==> config.mk <==
export PLATFORM = sky130hd
export DESIGN_NAME = demux_18_seq
export DESIGN_NICKNAME = d
export VERILOG_FILES = /design/src/rtl/demux_18_seq.sv
export SDC_FILE = /design/constraint.sdc
export NUM_CORES = 1
export LEC_CHECK = 0
export ABC_AREA = 1
export ABC_CLOCK_PERIOD_IN_PS = 1900
export BUFFER_PORTS_ARGS = -buffer_cell sky130_fd_sc_hd__buf_4
export CELL_PAD_IN_SITES_DETAIL_PLACEMENT = 0
export CELL_PAD_IN_SITES_GLOBAL_PLACEMENT = 1
export CORE_UTILIZATION = 38
export DETAILED_ROUTE_END_ITERATION = 10
export PLACE_DENSITY = 0.78
export SYNTH_ARGS = -nofsm -noshare
export SYNTH_HDL_FRONTEND = slang
export SYNTH_SLANG_ARGS = --single-unit
==> constraint.sdc <==
create_clock -name clk -period 1.9 [get_ports clk]
set_input_delay 0.095 -clock clk [delete_from_list [all_inputs] [get_ports clk]]
set_output_delay 0.095 -clock clk [all_outputs]
set_load 0.02 [all_outputs]
==> src/rtl/demux_18_seq.sv <==
// Serial-to-parallel 1:8 demultiplexer with a sequential (frame) mode and an addressed (per-lane) mode.
// Sequential frames are staged in a shadow register so y only changes on frame completion.
//
// state   | meaning
// IDLE    | waiting for a valid bit qualified by sof to start a frame
// COLLECT | frame in progress; cnt holds the next lane to fill
module demux_18_seq #(
   parameter logic [7:0] RST_VAL = 8'b00000000
) (
   input  logic       clk,
   input  logic       rst,
   input  logic       din,
   input  logic       din_valid,
   input  logic       sof,
   input  logic       mode,
   input  logic [1:3] s,
   output logic [1:8] y,
   output logic [1:3] cnt,
   output logic       frame_valid,
   output logic       err
);

   typedef enum logic {IDLE, COLLECT} state_t;

   state_t      state_q;
   logic [1:7]  shadow_q;
   logic [2:0]  cnt_q;
   logic [1:8]  y_q;
   logic        fv_q;
   logic        err_q;

   logic [3:0]  lane_sel;
   logic [3:0]  lane_cnt;
   logic [1:8]  y_addr_d;
   logic [1:8]  frame_d;

   assign lane_sel = {1'b0, s} + 4'd1;
   assign lane_cnt = {1'b0, cnt_q} + 4'd1;
   assign frame_d  = {shadow_q, din};

   always_comb begin
      y_addr_d           = y_q;
      y_addr_d[lane_sel] = din;
   end

   always_ff @(posedge clk) begin
      if (rst) begin
         state_q  <= IDLE;
         shadow_q <= '0;
         cnt_q    <= 3'd0;
         y_q      <= RST_VAL;
         fv_q     <= 1'b0;
         err_q    <= 1'b0;
      end else begin
         fv_q  <= 1'b0;
         err_q <= 1'b0;
         if (mode) begin
            // Addressed mode: direct lane write; a frame in flight is abandoned with an error.
            if (din_valid) y_q <= y_addr_d;
            cnt_q   <= 3'd0;
            state_q <= IDLE;
            if (state_q == COLLECT) begin
               err_q    <= 1'b1;
               shadow_q <= '0;
            end
         end else if (din_valid) begin
            case (state_q)
               IDLE: begin
                  if (sof) begin
                     shadow_q[1] <= din;
                     cnt_q       <= 3'd1;
                     state_q     <= COLLECT;
                  end
               end
               COLLECT: begin
                  if (sof) begin
                     shadow_q[1] <= din;
                     cnt_q       <= 3'd1;
                     err_q       <= 1'b1;
                  end else if (cnt_q == 3'd7) begin
                     y_q     <= frame_d;
                     fv_q    <= 1'b1;
                     cnt_q   <= 3'd0;
                     state_q <= IDLE;
                  end else begin
                     shadow_q[lane_cnt] <= din;
                     cnt_q              <= cnt_q + 3'd1;
                  end
               end
               default: state_q <= IDLE;
            endcase
         end
      end
   end

   assign y           = y_q;
   assign cnt         = cnt_q;
   assign frame_valid = fv_q;
   assign err         = err_q;

endmodule

Word-level counts from Yosys, hierarchy flattened. Index checks and enable logic that the tools add are counted.

Add/sub/neg operators: 3. $mul: 0. Divide/modulo/power cells: 0. $lt $le $gt $ge: 4. Equality and inequality tests: 7. Shift-type cells: 0. Multiplexer cells: 34. Bitwise logic cells: 4. Reduce and logical (&&, ||, !) cells: 11.

Operator list (number): 8-bit 2-to-1 mux (6); 7-bit 2-to-1 mux (4); 1-bit 2-to-1 mux (12); 6-bit 2-to-1 mux (2); 4-bit AND reduction (3); 5-bit by 1-bit < comparator with 1-bit output (second input constant) (2); 4-bit inverter with 5-bit output (2); 3-bit 2-to-1 mux (3); 3-bit by 1-bit adder with 4-bit output (second input constant) (2); 8-bit bitwise mux (1); 7-bit bitwise mux (1); 3-bit one-hot mux with 2 select lines (1); 2-bit nonzero test (3); 5-bit by 4-bit greater-or-equal comparator with 1-bit output (second input constant) (1); 5-bit greater-or-equal comparator (second input constant) (1); 5-bit OR reduction (1); 1-bit demux with 4-bit select (1); 2-bit by 1-bit != test with 1-bit output (second input constant) (2); 2-bit != test (second input constant) (2); 4-bit != test (second input constant) (1); 1-bit one-hot mux with 2 select lines (2); 3-bit by 1-bit adder with 3-bit output (second input constant) (1); 1-bit demux with 3-bit select (1); 3-bit == test (second input constant) (1); other kinds (5) (7).

Register bits after elaboration: 21. Latch bits: 0. RAM bits: 0. ROM bits: 0. Bits of input ports: 9. Output and inout bits: 13. Logic and storage cells: 70. Memories: 0.

Depth between registers and ports, before layout. Gate-level depths: netlist of run 1.

Depth in word-level cells: 12. Mapped depth: 10.

Worst setup path after synthesis of run 1. Ideal clock, no wire load.

Path kind: register -> register. Start: reg cnt_q[0] (netlist: cnt[3]). End: reg shadow_q[6] (netlist name). Setup time: 0.109 ns. Arrival time: 1.519 ns. Required time: 1.791 ns. Path slack: 0.272 ns. Stages on the path, launching flop included: 10. Buffers on the path: 0. Period minus slack after synthesis: 1.628 ns. Path through: dfxtp_1 ha_1 ha_1 inv_1 nor2_2 nor2_8 nand3_1 nand3_1 nand2_1 inv_1.

Word-level cells in the longest chain between the ends: 12. Elaborated cells on any way between the ends: 16.

RTL lines: start: declaration (RTL line 27) `logic [2:0] cnt_q;`; start signal: assignment (RTL line 87) `cnt_q <= cnt_q + 3'd1;`; 3-bit by 1-bit adder with 4-bit output (RTL line 38) `assign lane_cnt = {1'b0, cnt_q} + 4'd1;`; 4-bit inverter with 5-bit output (not written as such) (RTL line 86) `shadow_q[lane_cnt] <= din;`; 5-bit by 4-bit greater-or-equal comparator with 1-bit output (not written as such) or 5-bit by 1-bit < comparator with 1-bit output (tied branches) (RTL line 86); 1-bit logical AND (not written as such) (RTL line 86); 1-bit 2-to-1 mux (not written as such) (RTL line 86); 1-bit demux with 3-bit select (RTL line 86); 7-bit bitwise mux (RTL line 86); 7-bit 2-to-1 mux (RTL line 80) `end else if (cnt_q == 3'd7) begin`; 6-bit 2-to-1 mux (RTL line 76) `if (sof) begin`; 6-bit 2-to-1 mux (RTL line 67) `case (state_q)`; 7-bit 2-to-1 mux (RTL line 66) `end else if (din_valid) begin`; 7-bit 2-to-1 mux (RTL line 57) `if (mode) begin`; end signal: indexed assignment (RTL line 86); end: declaration (RTL line 26) `logic [1:7] shadow_q;`.

Parallel ways exist; a longest one is shown, timed or not. The select of a mux whose other input is x is not followed. A chain may end at the register's enable or synchronous reset.

Final worst setup path of run 1.
Start: reg cnt_q[0] (netlist: cnt[3]). End: reg y_q, in the netlist y[3].

Word-level cells in the longest chain between the ends: 3.

RTL lines: 3-bit == test (RTL line 80); 2-bit nonzero test (no line); 4-bit AND reduction (no line); end signal: assignment (RTL line 59) `if (din_valid) y_q <= y_addr_d;`; end signal: assignment (RTL line 81) `y_q <= frame_d;`; end: declaration (RTL line 28) `logic [1:8] y_q;`.

Every way passes these cells.

==> results of run 1 <==
-- layer usage --
metal  wire length, microns  track usage, %  vias to the layer above
met2                   1370            28.9                       25
met1                   1380            23.9                      554
met4                     21            4.76                        0
met5                      0               0                        -
li1                       -               -                      665
met3                    114            4.37                        4
-- critical path, cell delays in order (launching register included) --
cell and delay, ps:
dfxtp_1 460, ha_1 210, ha_1 200, nand2_2 80
nand2_2 90, nand3_4 140, a21oi_2 180, nand2_1 70
nand2_1 60, nor2_1 30
-- area by class of cell --
cell class	count	area, sq um	share of cell area, %
tap	44	55.1	3.69
timing repair buffer	24	183	12.2
inverter	20	78.8	5.28
clock buffer	4	26.3	1.76
sequential	21	420	28.2
multi-input combinational	145	729	48.9
-- cells in the final DEF, fill, tap and decap left out --
cell	Yosys	routed
inv_2	6	6
nand2_2	3	3
o21ai_0	5	5
clkbuf_4	0	3
nor4_1	1	1
inv_4	1	1
nand3_4	1	1
nand3_1	20	20
dlygate4sd3_1	0	1
clkinv_2	1	1
buf_4	2	23
or2_2	1	1
a31oi_1	1	1
o21ai_1	3	3
nand2_4	1	1
nor2_8	1	1
clkbuf_1	0	1
inv_1	12	12
dfxtp_1	21	21
nand2_1	46	46
ha_1	4	4
a21oi_2	6	6
nor2_1	31	31
nor2_2	3	3
a21oi_1	17	17
nor3b_1	1	1
-- per-stage QoR --
step / total power, mW / hold slack [ps] / cells
floorplan: 0.570 / 164 / 190
global placement: 0.625 / 323 / 253
detailed placement: 0.626 / 323 / 253
CTS: 0.851 / 102 / 258
global route: 0.891 / 122 / 258
finish: 0.847 / 98.9 / 258
-- cell families after synthesis --
kind of cell	share of synthesized area, %
and+or+nand+nor	39.5
AOI/OAI and AO/OA	14.7
DFF	33.5
adders and majority gates	3.99
buffers and inverters	8.28
-- flip-flops by register name, summed over array words and instances, names as in the netlist --
| register | cells |
|---|---|
| cnt | 3 |
| err | 1 |
| frame_valid | 1 |
| shadow_q | 7 |
| state_q | 1 |
| y | 8 |
-- worst paths after layout --
| kind | to | from | slack (ps) |
|---|---|---|---|
| max | y[3]$_SDFFE_PP0P_ | cnt[3]$_SDFFE_PP0P_ | 290 |
| min | y[8]$_SDFFE_PP0P_ | din | 100 |
| max reg2reg | y[3]$_SDFFE_PP0P_ | cnt[3]$_SDFFE_PP0P_ | 290 |
| min reg2reg | shadow_q[3]$_SDFFE_PP0P_ | shadow_q[3]$_SDFFE_PP0P_ | 480 |
-- power by group through the flow --
stage,sequential (mW),clock [mW],combinational [mW]
after floorplan,0.483,0,0.0873
after global placement,0.471,0,0.154
after detailed placement,0.471,0,0.155
after CTS,0.462,0.233,0.157
after global routing,0.463,0.254,0.174
final,0.461,0.230,0.156
==> flow_summary.json, run 1 <==
{
  "endpoint_kind": "flop",
  "reg2reg_depth": 9,
  "min_path_type": "primary input to flop",
  "power.leakage_nw": 0.684,
  "timing.final.crit_period_ps": 1610,
  "drc": 0,
  "nFillCells": 338,
  "grt_max_degree": 18,
  "post_cts_resized": 0,
  "max_cap_viol_count": 0,
  "async_reset_ff_share_pct": 0,
  "syn_area_sq_mm": 0.00125,
  "fmax_mhz": 622,
  "ys_ff_latch": 21,
  "gp_congestion": 0.760,
  "clock-sinks": 21,
  "layout_setup_ws_ps": 292,
  "cts_setup_buffers": 0,
  "grt_overflow": 0,
  "synth_top_area_share_pct": 33.5,
  "grt_pass1_vias": 1077,
  "drive_above_1_share_pct": 23.4,
  "ir_drop_uv": 352,
  "power_switching_mw": 0.255,
  "powerDensity_mw_per_mm2": 568,
  "skew_ps": 1.97,
  "ctsHoldBuffers": 1,
  "cts.htree.levels": 1,
  "report.final.slew_viol_count": 0,
  "clockBufferDepth": 2,
  "syn_inst": 190,
  "diodes": 0,
  "via_per_inst": 4.84,
  "antenna_found_initial": 0,
  "hpwlAfterDp_microns": 2210,
  "cts_root_buf": "clkbuf_4",
  "setup_viol": 0,
  "cts_tree": "built",
  "path_clk_slew_ps": 120,
  "whs_path_depth": 5,
  "fin_crit_sh_pct": 84.6,
  "synth_edf_count": 0,
  "fin_nets": 228,
  "synth_largest_area_cell": "dfxtp_1",
  "cp.arrival_ps": 1830,
  "worstMarginPinSlew_ps": 523,
  "post_synth.cell_area_avg_sq_um": 6.60,
  "grt_pass1_wl_microns": 4740,
  "swShare_pct": 30.1,
  "cp_max_fo": 8,
  "design_area_sq_mm": 0.00149,
  "post_drt_wl_per_cell_microns": 11.2,
  "p_clk_share_pct": 27.1,
  "worst-setup-path-type": "flop to flop",
  "setup_tns_ps": 0,
  "num_vias": 1248,
  "drt-initial-drc-count": 52,
  "drtAntennaViolNets": 0,
  "die_h_microns": 59.4,
  "grt_util_all_layers_pct": 18.0,
  "syn_nets": 203,
  "area_delta_synth_final_pct": 19.1,
  "cts_made_buffers": 3,
  "clk_latency_ps": 310,
  "rsz0062_at_grt": "false",
  "place_ws_ps": 318,
  "start_util_pct": 40.4,
  "yosysUniqueCellTypes": 24,
  "yosysWarnings": 0,
  "core-area_sq_mm": 0.00310,
  "fp.dieW_microns": 59.4,
  "combPwrFrac_pct": 18.5,
  "p_int_mw": 0.592,
  "status": "complete, no violations",
  "critPathLaunchType": "flop",
  "totalWireLength_microns": 2880,
  "yosysMostFrequentCell": "nand2_1",
  "synthTopCellsByCount": "nand2_1 (46), nor2_1 (31), dfxtp_1 (21)",
  "critical_path_required_ps": 2130,
  "power_frac_seq_pct": 54.4,
  "drt_pre_antenna_iters": 4,
  "die_area_sq_mm": 0.00353,
  "portBuffers": 21,
  "synth_area_leaders": "dfxtp_1 (34%), nand2_1 (14%), nor2_1 (9.3%)",
  "rows": 20,
  "boundaryPins": 22,
  "place_area_sq_mm": 0.00146,
  "hold_viol": 0,
  "ys_seq_area_share_pct": 33.5,
  "utilization_pct": 48.1,
  "slew_headroom_pct": 65.0,
  "synthFlopType": "dfxtp_1"
}
Note: power is estimated with default switching activity, not from simulation.
==> run 2, diff against run 1 <==
--- a/config.mk
+++ b/config.mk
@@ -6,7 +6,7 @@
 export NUM_CORES = 1
 export LEC_CHECK = 0
 export ABC_AREA = 1
-export ABC_CLOCK_PERIOD_IN_PS = 1900
+export ABC_CLOCK_PERIOD_IN_PS = 1600
 export BUFFER_PORTS_ARGS = -buffer_cell sky130_fd_sc_hd__buf_4
 export CELL_PAD_IN_SITES_DETAIL_PLACEMENT = 0
 export CELL_PAD_IN_SITES_GLOBAL_PLACEMENT = 1
==> constraint.sdc (replaced) <==
create_clock -name clk -period 1.6 [get_ports clk]
set_input_delay 0.08 -clock clk [delete_from_list [all_inputs] [get_ports clk]]
set_output_delay 0.08 -clock clk [all_outputs]
set_load 0.02 [all_outputs]
==> flow_summary.json, run 2 (synthesis gave the netlist of run 1 again) <==
{
  "area_delta_synth_final_pct": 23.9,
  "die_area_sq_mm": 0.00353,
  "core-area_sq_mm": 0.00310,
  "layout_common_cells": "nand2_1 (46), nor2_1 (31), buf_4 (26), nand3_1 (20), dfxtp_1 (20)",
  "hpwlAfterDp_microns": 2200,
  "p_int_mw": 0.701,
  "grt_pass1_vias": 1148,
  "grt_pass1_wl_microns": 5050,
  "cp.arrival_ps": 1770,
  "powerDensity_mw_per_mm2": 646,
  "critPathLaunchType": "flop",
  "drtAntennaViolNets": 0,
  "report.final.slew_viol_count": 0,
  "rsz0062_at_grt": "false",
  "grt_max_degree": 18,
  "cp_max_fo": 3,
  "post_drt_wl_per_cell_microns": 11.2,
  "nFillCells": 343,
  "p_clk_share_pct": 26.5,
  "path_clk_slew_ps": 130,
  "layout_setup_ws_ps": 98.5,
  "ir_drop_uv": 338,
  "timing.final.crit_period_ps": 1500,
  "setup_viol": 0,
  "cts.htree.levels": 1,
  "boundaryPins": 22,
  "timing.rr.end": "shadow_q[4]$_SDFFE_PP0P_",
  "gp_congestion": 0.803,
  "design_area_sq_mm": 0.00155,
  "power_mw": 1.00,
  "start_util_pct": 40.4,
  "crit_end": "shadow_q[4]$_SDFFE_PP0P_",
  "cts_made_buffers": 3,
  "wl_met3_microns": 91,
  "crit_start": "cnt[3]$_SDFFE_PP0P_",
  "timing.rr.start": "cnt[3]$_SDFFE_PP0P_",
  "combPwrFrac_pct": 19.1,
  "power.leakage_nw": 0.698,
  "portBuffers": 21,
  "dr_wl_met2_microns": 1350,
  "final_common_cell": "nand2_1",
  "fin_crit_sh_pct": 93.8,
  "status": "complete, no violations",
  "setup_tns_ps": 0,
  "antenna_found_initial": 0,
  "drt_pre_antenna_iters": 4,
  "fin_nets": 231,
  "power_frac_seq_pct": 54.4,
  "grt_util_all_layers_pct": 18.7,
  "min_path_type": "primary input to flop",
  "cts_root_buf": "clkbuf_4",
  "fmax_mhz": 666,
  "clockBufferDepth": 2,
  "clock-sinks": 21,
  "drc": 0,
  "slew_headroom_pct": 67.3,
  "cts_tree": "built",
  "largest_register_ffs": 8,
  "grt_overflow": 0,
  "r2r_slack_ps": 100,
  "clk_latency_ps": 310,
  "worstMarginPinSlew_ps": 489,
  "whs_path_depth": 5,
  "place_ws_ps": 109,
  "wirelength_met1_microns": 1450,
  "worst-setup-path-type": "flop to flop",
  "die_h_microns": 59.4,
  "num_vias": 1246,
  "hold_viol": 0,
  "reg2reg_depth": 9,
  "power_switching_mw": 0.303,
  "top_layer_used": "met4",
  "skew_ps": 2.12,
  "diodes": 0,
  "fp.dieW_microns": 59.4,
  "min_from": "din",
  "critical_path_required_ps": 1870,
  "totalWireLength_microns": 2910,
  "max_cap_viol_count": 0,
  "drive_above_1_share_pct": 26.3,
  "endpoint_kind": "flop",
  "via_per_inst": 4.77,
  "place_area_sq_mm": 0.00147,
  "drt-initial-drc-count": 63,
  "swShare_pct": 30.2,
  "rows": 20
}
## run 2: cell count changes in the layout (fill, tap and decap cells not counted), sizes merged
cell    delta
buf        +3
clkbuf     -1
clkinv     +1
## run 2: final cells by class
cell class / instances / area [sq um] / share of cell area, %
repair buffers: 27 / 205 / 13.2
clock buffers: 3 / 22.5 / 1.45
inverters: 20 / 78.8 / 5.08
multi-input cells: 145 / 762 / 49.1
clock inverters: 1 / 5.00 / 0.322
well taps: 44 / 55.1 / 3.55
flip-flops and latches: 21 / 424 / 27.3
## run 2: repair_timing
| action | 4_1_cts | 5_1_grt |
|---|---|---|
| resized for setup | 0 | 7 |
| setup endpoints to repair | 0 | 9 |
| buffers inserted | 0 | 1 |
| endpoints found under the hold margin | 6 | 0 |
| hold buffers | 1 | 0 |
## run 2: worst min-delay path by stage
stage and to:
2_1_floorplan shadow_q[2]$_SDFFE_PP0P_, 3_3_place_gp shadow_q[3]$_SDFFE_PP0P_, 3_5_place_dp shadow_q[3]$_SDFFE_PP0P_, 5_1_grt y[8]$_SDFFE_PP0P_, 6_report y[8]$_SDFFE_PP0P_, 4_1_cts state_q$_SDFFE_PP0P_
## run 2: power by group through the flow
stage / sequential [mW] / combinational (mW) / clock, mW
2_1_floorplan: 0.573 / 0.104 / 0
3_3_place_gp: 0.558 / 0.183 / 0
3_5_place_dp: 0.559 / 0.184 / 0
4_1_cts: 0.547 / 0.187 / 0.280
5_1_grt: 0.548 / 0.218 / 0.307
6_report: 0.546 / 0.192 / 0.266
## run 2: critical path, stage by stage (launching register included)
cell and delay (ps):
dfxtp_4 380, buf_4 110, inv_2 40, ha_1 330, nand2_1 110, nor2_1 60
or2_2 270, nand3_1 80, nand2_1 50, inv_1 50
## run 2: per-layer routing
metal / vias up / GRT usage, %
li1: 667 / -
met2: 19 / 29.7
met5: - / 0
met4: 0 / 5.10
met1: 556 / 26.1
met3: 4 / 2.62
## run 2: metrics by stage
stage	instances	hold WS, ps	util [%]
after global routing	261	99.1	50.0
after CTS	260	82.1	48.7
after global placement	255	312	47.5
after detailed placement	255	314	47.5
final	261	93.1	50.0
after floorplan	190	149	-
==> run 3, diff against run 2 <==
--- a/config.mk
+++ b/config.mk
@@ -10,9 +10,10 @@
 export BUFFER_PORTS_ARGS = -buffer_cell sky130_fd_sc_hd__buf_4
 export CELL_PAD_IN_SITES_DETAIL_PLACEMENT = 0
 export CELL_PAD_IN_SITES_GLOBAL_PLACEMENT = 1
+export CORE_ASPECT_RATIO = 1.5
 export CORE_UTILIZATION = 38
 export DETAILED_ROUTE_END_ITERATION = 10
-export PLACE_DENSITY = 0.78
+export PLACE_DENSITY = 0.75
 export SYNTH_ARGS = -nofsm -noshare
 export SYNTH_HDL_FRONTEND = slang
 export SYNTH_SLANG_ARGS = --single-unit
==> flow_summary.json, run 3 (synthesis gave the netlist of run 1 again) <==
{
  "status": "complete, no violations",
  "slew_headroom_pct": 68.2,
  "min_path_type": "primary input to flop",
  "timing.final.crit_period_ps": 1520,
  "final_common_cell": "nand2_1",
  "critical_path_required_ps": 1770,
  "start_util_pct": 39.7,
  "cts_root_buf": "clkbuf_8",
  "place_ws_ps": 54.6,
  "grt_pass1_vias": 1161,
  "timing.rr.start": "cnt[3]$_SDFFE_PP0P_",
  "fin_nets": 228,
  "worst-setup-path-type": "flop to flop",
  "die_area_sq_mm": 0.00354,
  "via_per_inst": 4.98,
  "totalWireLength_microns": 3110,
  "cts.htree.levels": 1,
  "grt_overflow": 0,
  "drive_above_1_share_pct": 26.2,
  "clk_latency_ps": 270,
  "endpoint_kind": "flop",
  "drt-initial-drc-count": 44,
  "multi_input_area_sq_um": 749,
  "power.leakage_nw": 0.695,
  "whs_ps": 43.1,
  "drt_pre_antenna_iters": 6,
  "r2r_slack_ps": 80,
  "cp_max_fo": 9,
  "clockBufferDepth": 2,
  "p_clk_share_pct": 33.2,
  "area_delta_synth_final_pct": 22.0,
  "largest_register_ffs": 8,
  "setup_viol": 0,
  "worstMarginPinSlew_ps": 475,
  "layout_common_cells": "nand2_1 (46), nor2_1 (31), buf_4 (24), dfxtp_1 (20), nand3_1 (19)",
  "clock-sinks": 21,
  "critPathLaunchType": "flop",
  "design_area_sq_mm": 0.00153,
  "ctsHoldBuffers": 0,
  "reg2reg_depth": 8,
  "layout_setup_ws_ps": 77.9,
  "skew_ps": 8.36,
  "core-area_sq_mm": 0.00316,
  "timing.rr.end": "shadow_q[2]$_SDFFE_PP0P_",
  "num_vias": 1265,
  "whs_path_depth": 2,
  "diodes": 0,
  "drc": 0,
  "hold_viol": 0,
  "gp_congestion": 0.815,
  "min_from": "rst",
  "portBuffers": 21,
  "holdPathEnd": "shadow_q[7]$_SDFFE_PP0P_",
  "grt_pass1_wl_microns": 5090,
  "rows": 25,
  "antenna_found_initial": 0,
  "ir_drop_uv": 518,
  "p_int_mw": 0.776,
  "hpwlAfterDp_microns": 2300,
  "path_clk_slew_ps": 90,
  "max_cap_viol_count": 0,
  "cts_tree": "built",
  "cts_made_buffers": 3,
  "report.final.slew_viol_count": 0,
  "swShare_pct": 29.2,
  "place_area_sq_mm": 0.00146,
  "fin_crit_sh_pct": 95.1,
  "nFillCells": 338,
  "grt_max_degree": 18,
  "fmax_mhz": 657,
  "die_h_microns": 72.3,
  "fp.dieW_microns": 48.9,
  "post_drt_wl_per_cell_microns": 12.3,
  "boundaryPins": 22,
  "powerDensity_mw_per_mm2": 717,
  "grt_util_all_layers_pct": 18.6,
  "drtAntennaViolNets": 0,
  "regArea_sq_um": 424,
  "cp.arrival_ps": 1690,
  "power_switching_mw": 0.320,
  "combPwrFrac_pct": 16.9,
  "power_frac_seq_pct": 49.9
}
## run 3: changes by cell type in the layout (fill, tap and decap cells not counted)
| cell | change |
|---|---|
| a21oi_2 | +1 |
| o21ai_1 | +1 |
| a21oi_4 | -1 |
| buf_4 | -2 |
| clkbuf_8 | +3 |
| nand3_1 | -1 |
| nor2_4 | -2 |
| o21ai_0 | -1 |
| nand3_2 | +1 |
| dlygate4sd3_1 | -1 |
| clkbuf_4 | -3 |
| nor2_2 | +2 |
## run 3: how the worst max path moves through the flow
stage | start | end | slack, ps
global route | cnt[3]$_SDFFE_PP0P_ | shadow_q[1]$_SDFFE_PP0P_ | -7
CTS | cnt[3]$_SDFFE_PP0P_ | y[6]$_SDFFE_PP0P_ | 30
global placement | cnt[3]$_SDFFE_PP0P_ | y[6]$_SDFFE_PP0P_ | 80
detailed placement | cnt[3]$_SDFFE_PP0P_ | y[6]$_SDFFE_PP0P_ | 50
floorplan | cnt[2]$_SDFFE_PP0P_ | shadow_q[6]$_SDFFE_PP0P_ | 50
finish | cnt[3]$_SDFFE_PP0P_ | shadow_q[2]$_SDFFE_PP0P_ | 80
## run 3: per-stage QoR
stage	utilization, %	TNS (ps)	cells	power, mW
final	48.4	0	254	1.10
after global routing	48.4	-10.7	254	1.15
after CTS	47.7	0	254	1.11
after detailed placement	46.2	0	250	0.744
after global placement	46.2	0	250	0.742
after floorplan	-	0	190	0.677
## run 3: final cells by class
class,instances,area share (%)
Multi-Input combinational cell,145,49.0
Sequential cell,21,27.7
Timing Repair Buffer,24,11.8
Inverter,20,5.16
Tap cell,40,3.27
Clock buffer,3,2.70
Clock inverter,1,0.327
## run 3: repair_timing
item,4_1_cts,5_1_grt
setup buffers,0,0
gates resized for setup,0,5
endpoints found under the setup margin,0,15
## run 3: routing by layer
layer | vias to the layer above | track usage, % | routed length (microns)
met3 | 4 | 2.52 | 92
met1 | 581 | 20.2 | 1340
met2 | 25 | 35.3 | 1640
met5 | - | 0 | 0
met4 | 0 | 7.84 | 41
li1 | 655 | - | -
## run 3: worst max-delay path, cell delays in order, from the launching register on
cell and delay (ps):
dfxtp_4 390, ha_2 210, ha_1 290, inv_2 80, nand2_1 100, o21ai_0 180
nand2_1 70, nand2_1 60, a21oi_1 50
## run 3: power groups by stage
stage	clock network, mW	registers [mW]	logic (mW)
5_1_grt	0.392	0.549	0.204
6_report	0.364	0.547	0.185
3_5_place_dp	0	0.560	0.184
2_1_floorplan	0	0.573	0.104
4_1_cts	0.380	0.548	0.185
3_3_place_gp	0	0.560	0.182
